===== config.mk =====
export PLATFORM = sky130hd
export DESIGN_NAME = muldiv_seq
export DESIGN_NICKNAME = d
export VERILOG_FILES = /design/src/rtl/muldiv_seq.sv
export SDC_FILE = /design/constraint.sdc
export NUM_CORES = 1
export LEC_CHECK = 0
export ABC_CLOCK_PERIOD_IN_PS = 7400
export BUFFER_PORTS_ARGS = -buffer_cell sky130_fd_sc_hd__buf_2
export CAP_MARGIN = 20
export CORE_MARGIN = 2
export CORE_UTILIZATION = 25
export CTS_BUF_LIST = sky130_fd_sc_hd__clkbuf_4
export CTS_CLUSTER_DIAMETER = 80
export CTS_CLUSTER_SIZE = 24
export DETAILED_ROUTE_END_ITERATION = 16
export MAX_ROUTING_LAYER = met4
export SLEW_MARGIN = 10
export SYNTH_ARGS = -nofsm -noshare
export SYNTH_HDL_FRONTEND = slang
export SYNTH_SLANG_ARGS = --single-unit
export TNS_END_PERCENT = 100

===== constraint.sdc =====
create_clock -name clk -period 7.4 [get_ports clk]
set_clock_uncertainty 0.15 [all_clocks]
set_input_delay 1.11 -clock clk [delete_from_list [all_inputs] [get_ports clk]]
set_output_delay 1.11 -clock clk [all_outputs]
set_load 0.02 [all_outputs]

===== src/rtl/muldiv_seq.sv =====
// muldiv_seq: iterative multiply/divide unit holding the architectural HI/LO registers.
//   clk, reset    : clock and synchronous active-high reset
//   start, op     : request MULTU(00) / MULT(01) / DIVU(10) / DIV(11); sampled only in IDLE
//   a, b          : multiplicand/dividend and multiplier/divisor, latched with start
//   wr_hi, wr_lo  : MTHI / MTLO writes of wd, honoured only in IDLE without start
//   busy          : operation in progress
//   done          : one-cycle pulse; hi/lo carry the new result in that cycle
//   divzero       : last division had b==0; cleared by the next accepted start
//   hi, lo        : HI (product upper half / remainder), LO (product lower half / quotient)
module muldiv_seq #(
  parameter int unsigned WIDTH = 32
) (
  input  logic             clk,
  input  logic             reset,
  input  logic             start,
  input  logic [1:0]       op,
  input  logic [WIDTH-1:0] a,
  input  logic [WIDTH-1:0] b,
  input  logic             wr_hi,
  input  logic             wr_lo,
  input  logic [WIDTH-1:0] wd,
  output logic             busy,
  output logic             done,
  output logic             divzero,
  output logic [WIDTH-1:0] hi,
  output logic [WIDTH-1:0] lo
);

  localparam int unsigned CW = (WIDTH > 1) ? $clog2(WIDTH) : 1;
  localparam logic [WIDTH-1:0]   ZERO  = '0;
  localparam logic [WIDTH-1:0]   ONE   = WIDTH'(1);
  localparam logic [2*WIDTH-1:0] ONE2  = (2*WIDTH)'(1);
  localparam logic [CW-1:0]      LAST  = CW'(WIDTH - 1);

  typedef enum logic [1:0] {IDLE, CALC, FIX, ZDIV} state_t;

  state_t             state, state_n;
  logic [2*WIDTH-1:0] acc, acc_n;
  logic [WIDTH-1:0]   dvs, dvs_n;
  logic [CW-1:0]      cnt, cnt_n;
  logic               is_div, is_div_n;
  logic               neg_lo, neg_lo_n;
  logic               neg_hi, neg_hi_n;
  logic               busy_n, done_n, divzero_n;
  logic [WIDTH-1:0]   hi_n, lo_n;

  logic               sa, sb;
  logic [WIDTH-1:0]   mag_a, mag_b;
  logic [WIDTH:0]     mul_sum;
  logic [WIDTH:0]     div_diff;
  logic [2*WIDTH-1:0] mul_step, div_step, prod;

  // State and datapath registers
  always_ff @(posedge clk) begin
    if (reset) begin
      state   <= IDLE;
      acc     <= '0;
      dvs     <= '0;
      cnt     <= '0;
      is_div  <= 1'b0;
      neg_lo  <= 1'b0;
      neg_hi  <= 1'b0;
      busy    <= 1'b0;
      done    <= 1'b0;
      divzero <= 1'b0;
      hi      <= '0;
      lo      <= '0;
    end else begin
      state   <= state_n;
      acc     <= acc_n;
      dvs     <= dvs_n;
      cnt     <= cnt_n;
      is_div  <= is_div_n;
      neg_lo  <= neg_lo_n;
      neg_hi  <= neg_hi_n;
      busy    <= busy_n;
      done    <= done_n;
      divzero <= divzero_n;
      hi      <= hi_n;
      lo      <= lo_n;
    end
  end

  // Next-state, datapath step and output register updates
  always_comb begin
    state_n   = state;
    acc_n     = acc;
    dvs_n     = dvs;
    cnt_n     = cnt;
    is_div_n  = is_div;
    neg_lo_n  = neg_lo;
    neg_hi_n  = neg_hi;
    busy_n    = busy;
    done_n    = 1'b0;
    divzero_n = divzero;
    hi_n      = hi;
    lo_n      = lo;

    // Operand magnitudes for signed ops; unsigned ops pass through
    sa    = op[0] & a[WIDTH-1];
    sb    = op[0] & b[WIDTH-1];
    mag_a = sa ? (~a + ONE) : a;
    mag_b = sb ? (~b + ONE) : b;

    // Shift-add: add multiplier when the LSB of the accumulator is set, then shift right
    mul_sum  = {1'b0, acc[2*WIDTH-1:WIDTH]} + (acc[0] ? {1'b0, dvs} : {1'b0, ZERO});
    mul_step = {mul_sum, acc[WIDTH-1:1]};

    // Restoring divide: the shifted partial remainder needs one extra bit
    div_diff = acc[2*WIDTH-1:WIDTH-1] - {1'b0, dvs};
    div_step = div_diff[WIDTH] ? {acc[2*WIDTH-2:0], 1'b0}
                               : {div_diff[WIDTH-1:0], acc[WIDTH-2:0], 1'b1};

    prod = neg_lo ? (~acc + ONE2) : acc;

    unique case (state)
      IDLE: begin
        if (start) begin
          is_div_n  = op[1];
          cnt_n     = '0;
          divzero_n = 1'b0;
          neg_lo_n  = sa ^ sb;
          neg_hi_n  = sa;
          acc_n     = {ZERO, mag_a};
          dvs_n     = mag_b;
          busy_n    = 1'b1;
          if (op[1] && (b == ZERO)) begin
            // Raw dividend is what lands in hi on divide-by-zero
            acc_n   = {ZERO, a};
            state_n = ZDIV;
          end else begin
            state_n = CALC;
          end
        end else begin
          if (wr_hi) hi_n = wd;
          if (wr_lo) lo_n = wd;
        end
      end
      CALC: begin
        acc_n = is_div ? div_step : mul_step;
        if (cnt == LAST) begin
          cnt_n   = '0;
          state_n = FIX;
        end else begin
          cnt_n = cnt + CW'(1);
        end
      end
      FIX: begin
        if (is_div) begin
          hi_n = neg_hi ? (~acc[2*WIDTH-1:WIDTH] + ONE) : acc[2*WIDTH-1:WIDTH];
          lo_n = neg_lo ? (~acc[WIDTH-1:0] + ONE) : acc[WIDTH-1:0];
        end else begin
          hi_n = prod[2*WIDTH-1:WIDTH];
          lo_n = prod[WIDTH-1:0];
        end
        done_n  = 1'b1;
        busy_n  = 1'b0;
        state_n = IDLE;
      end
      ZDIV: begin
        hi_n      = acc[WIDTH-1:0];
        lo_n      = '1;
        divzero_n = 1'b1;
        done_n    = 1'b1;
        busy_n    = 1'b0;
        state_n   = IDLE;
      end
      default: state_n = IDLE;
    endcase
  end

endmodule

* After elaboration in Yosys (flattened, before gate mapping)
Index checks and enable logic that the tools add are counted.
Word-level totals: register bits 173, bits in latches 0, RAM bits 0, bits in read-only memories 0, memories 0
Operators by class: add/subtract/negate cells 8, multipliers 0, divide/modulo/power cells 0, $lt $le $gt $ge 0, equal/unequal tests 9, shift operators 0, mux-type cells 31, bitwise operators 8, reductions and logical operators 15
Operators by type and width (count):
- $mux W32 | 12
- $mux W64 | 4
- $pmux W32 S3 | 2
- $add A32 B1 Y32 const B | 4
- $not A32 Y32 | 4
- $pmux W64 S2 | 1
- $add A64 B1 Y64 const B | 1
- $not A64 Y64 | 1
- $add A32 B32 Y33 | 1
- $sub A33 B32 Y33 | 1
- $logic_not A32 Y1 | 1
- $mux W5 | 2
- $ne A2 B2 Y1 const B | 5
- $pmux W5 S2 | 1
- $reduce_and A2 Y1 | 5
- $mux W2 | 3
- $pmux W2 S3 | 1
- $reduce_and A3 Y1 | 2
- $reduce_bool A2 Y1 | 3
- $add A5 B1 Y5 const B | 1
- $eq A5 B5 Y1 const B | 1
- $eq A2 B2 Y1 const B | 2
- $pmux W1 S2 | 2
- $mux W1 | 3
- other kinds (7) | 8

* Depth between registers and ports, before layout
depth in word-level cells 6, depth in mapped cells 15, depth with buffers taken out 13

* Worst setup path after synthesis
Ideal clock, no wire load.
path type input to register, from in a[9], to reg acc[28], arrival 3.622 ns, slack 3.533 ns, stages 9, path buffers 0, cells stage by stage or4_4 or3_4 or4_4 nor3_1 nand2_1 o41ai_1 xnor2_1 nand2_1 a221oi_1
Between the ends: cells in the longest elaborated chain, start to end 6
Ends and longest elaborated chain:
- from (decl) | RTL line 17 | input logic [WIDTH-1:0] a,
- $not A32 Y32 | RTL line 102 | mag_a = sa ? (~a + ONE) : a;
- $add A32 B1 Y32 | RTL line 102
- $mux W32 | RTL line 102
- $mux W32 | RTL line 127 | if (op[1] && (b == ZERO)) begin
- $mux W64 | RTL line 118 | if (start) begin
- $pmux W64 S2 | RTL line 116 | unique case (state)
- to (signal assigned) | RTL line 70 | acc <= acc_n;
- to (decl) | RTL line 38 | logic [2*WIDTH-1:0] acc, acc_n;
Every way passes these cells. The select of a mux whose other input is x is not followed. A chain may end at the register's enable or synchronous reset.

* Worst setup path after layout
from reg acc[0], to reg acc[54]
Between the ends: cells in the longest elaborated chain, start to end 4
Ends and longest elaborated chain:
- $mux W32 | RTL line 106 | mul_sum = {1'b0, acc[2*WIDTH-1:WIDTH]} + (acc[0] ? {1'b0, dvs} : {1'b0, ZERO});
- $add A32 B32 Y33 | RTL line 106
- $mux W64 | RTL line 140 | acc_n = is_div ? div_step : mul_step;
- $pmux W64 S2 | RTL line 116
Every way passes these cells.

==> metrics.md <==
| Metric | Value |
|---|---|
| Outcome | `completed` |
| Hold path cells | `1` |
| Die outline height | `240 um` |
| Max-cap viol count | `0` |
| TritonRoute pass-1 iters | `6` |
| GRT Util Overall | `18.7%` |
| Crit Path Category | `register to register` |
| Drt first-iter violations | `1221` |
| Met3 Resource Use GR | `2.34%` |
| R2R Setup Slk | `about 3.1 ns` |
| Setup violations, final | `0` |
| Avg Cell Area, Syn | `7.44 um2` |
| Dominant cell type by area after synthesis | `dfxtp_1` |
| Global routing's busiest layer | `met2` |
| CP Capture Type | `register` |
| R2R cell count | `12` |
| Row cnt | `86` |
| Setup TNS | `0 ns` |
| Post-CTS setup repair buffer count | `0` |
| Synth Cell Area | `13900 um2` |
| Critical Path Start Type | `register` |
| Max-slew headroom | `28.2%` |
| Critical Path RT | `approximately 7.8 ns` |
| Hold Crit Class | `register to register` |
| Met1 Usage GRT | `24.2%` |
| Resized cells post-CTS | `0` |
| Fin crit period | `between 4 and 5 ns` |
| CTS tree | `built` |
| Core ar. | `55100 um2` |
| CTS H-tree depth | `4` |
| Register area | `3470 um2` |
| Core Util, Final | `between 20 and 30%` |
| Ys Warns | `0` |
| Total gr overflow | `0` |
| Register bit total from synthesis | `around 170` |
| Max frequency | `0.233 GHz` |
| Synth top cells by count | `a21oi_1 (195), nor2_1 (192), dfxtp_1 (173), nand2_1 (166), o21ai_0 (133)` |
| Post-route antenna net violation count | `0` |
| Total wire length | `53.8 mm` |
| Fillers | `6075` |
| Post-synth EDFFs | `0` |
| Die area | `between 50000 and 60000 um2` |
| Final Cycle Share | `58.0%` |
| VDD IR-drop max | `99.9 uV` |
| Worst Path Arrival | `~4.7 ns` |
| Layout cell share with drive strength beyond 1 | `13.1%` |
| Async set-reset flop share out of synthesis | `0%` |
| Prevailing post-synth register cell | `dfxtp_1` |
| Footprint of the multi-input gates | `9740 um2` |
| Post-synthesis sequential area ratio | `24.9%` |
| Clock-pin slew on the worst setup and hold paths | `0.18 ns` |
| Syn_nets | `2047` |
| Area grow syn2layout | `13.0%` |
| Met2 usage | `between 20% and 30%` |
| Root Buffer | `clkbuf_4` |
| Max-slew violation count | `0` |
| Slew @ Worst Pin | `1.08 ns` |
| WHS | `just over 0.3 ns` |
| Clock sinks | `around 170` |
| Static Leakage | `6.28 nW` |
| Synth area leaders | `dfxtp_1 (25%), a21oi_1 (7.0%), ha_1 (6.3%)` |
| Buffers on Ports | `169` |
| Placer Congestion | `about 0.94` |
| Max clock buf depth | `2` |
| First-pass GRT wire length | `approximately 81 mm` |
| Largest net degree at the start of global routing | `97` |
| DRC viols | `0` |
| I/O pin count | `170` |
| Synth top area share | `approximately a quarter` |
| CP Max Fanout | `15` |
| RSZ-0062 raised after global routing | `no` |
| Nets | `~2100` |
| Total number of vias | `14700` |
| Vias in the first global route | `13600` |
| Syn Inst Count | `1872` |
| Routed WL per cell | `19.8 um` |
| Cts bufs inserted | `17` |
| Synth unique cells | `71` |
| Vias per Instance | `around 5.4` |
| Starting density of the core | `roughly 25%` |
| HPWL Detailed | `between 40 and 50 mm` |
| Final Hold Viols | `0` |
| Hold_buf cts | `0` |
| Most common cell in the synthesized netlist | `a21oi_1` |
| Antenna violations before repair | `3` |
| Chip width | `240 um` |
| Worst-Skew Late Latency | `0.69 ns` |
| Power per Cell Area | `170 nW/um2` |
==> worst paths after layout <==
check             startpoint       end
hold / removal      state[1]  state[1]
hold reg to reg     state[1]  state[1]
setup / recovery      acc[0]   acc[54]
setup reg to reg      acc[0]   acc[54]
==> power by group <==
| part | switching, mW | internal (mW) |
|---|---|---|
| clock | 0.429 | 0.219 |
| combinational | 0.578 | 0.349 |
| sequential | 0.107 | 1.00 |
==> state kept, by name (all words and copies together) (netlist names), 2 cells and up <==
name / cells
hi: 32
state: 2
acc: 64
dvs: 32
lo: 32
cnt: 5
==> per-stage QoR <==
stage,setup slack (ns),area [um2],total power [mW],cells
2_1_floorplan,3.53,13900,1.74,1872
3_3_place_gp,2.57,15400,2.02,2673
5_1_grt,2.87,15700,2.82,2710
6_report,3.11,15700,2.68,2710
3_5_place_dp,2.47,15400,2.03,2674
4_1_cts,3.18,15700,2.68,2706
==> placed cells by master, fill, tap and decap left out, types with 8 or more instances in the layout <==
master    netlist  layout
nand3_1        28      28
a31oi_1        17      17
o21ai_0       133     133
buf_4           0      20
or4_1          16      16
and4_1          8       8
inv_1          62      62
a21oi_1       195     195
ha_1           70      70
xnor2_1        69      69
o211ai_1       14      14
o31ai_1        29      29
buf_2           5     168
a22oi_1         8       8
o41ai_1        17      17
nor4_1         15      15
nand3b_1        8       8
a221oi_1       38      38
o221ai_1       22      22
nand2_1       166     166
and3_1         14      14
xor2_1         88      88
o21a_1         15      15
nand2b_1       18      18
a211oi_1       51      51
o22ai_1         8       8
a21o_1         28      28
nor3_1         44      42
nor2b_1        15      14
dfxtp_1       173     171
or3_1           9       9
nor2_1        192     188
clkbuf_4        0      17
and2_1         10      10
nand4_1        10      10
mux2i_1        50      50
==> cell families after synthesis <==
group,Yosys count,synth area share [%]
XOR/XNOR,157,9.88
AND/OR/NAND/NOR,577,19.7
AO/OA/AOI/OAI,639,29.6
flip-flops,173,24.9
multiplexers,55,4.00
buffers and inverters,199,5.41
adder cells (fa/ha/maj),72,6.58
==> cell type report <==
cell class,count,area share (%)
well taps,748,5.95
clock inverters,15,1.26
repair buffers,190,6.46
inverters,64,1.53
diodes,3,0.0477
multi-input cells,1500,61.9
clock buffers,17,0.811
flip-flops and latches,173,22.0
==> metal layers <==
layer,up-vias,routed length [um]
li1,7016,-
met2,618,25100
met3,94,3460
met5,-,0
met1,6965,23600
met4,0,1650
==> critical path: stages, from the launching register on <==
cell	delay [ns]
dfxtp_1	0.72
inv_1	0.39
nor2_1	0.18
ha_1	0.29
o21a_1	0.20
a211oi_1	0.55
nor3_1	0.14
a211o_1	0.40
o22ai_1	0.32
o21ai_0	0.20
a21oi_1	0.25
xnor2_1	0.09
a221o_1	0.31
Note: power is estimated with default switching activity, not from simulation.
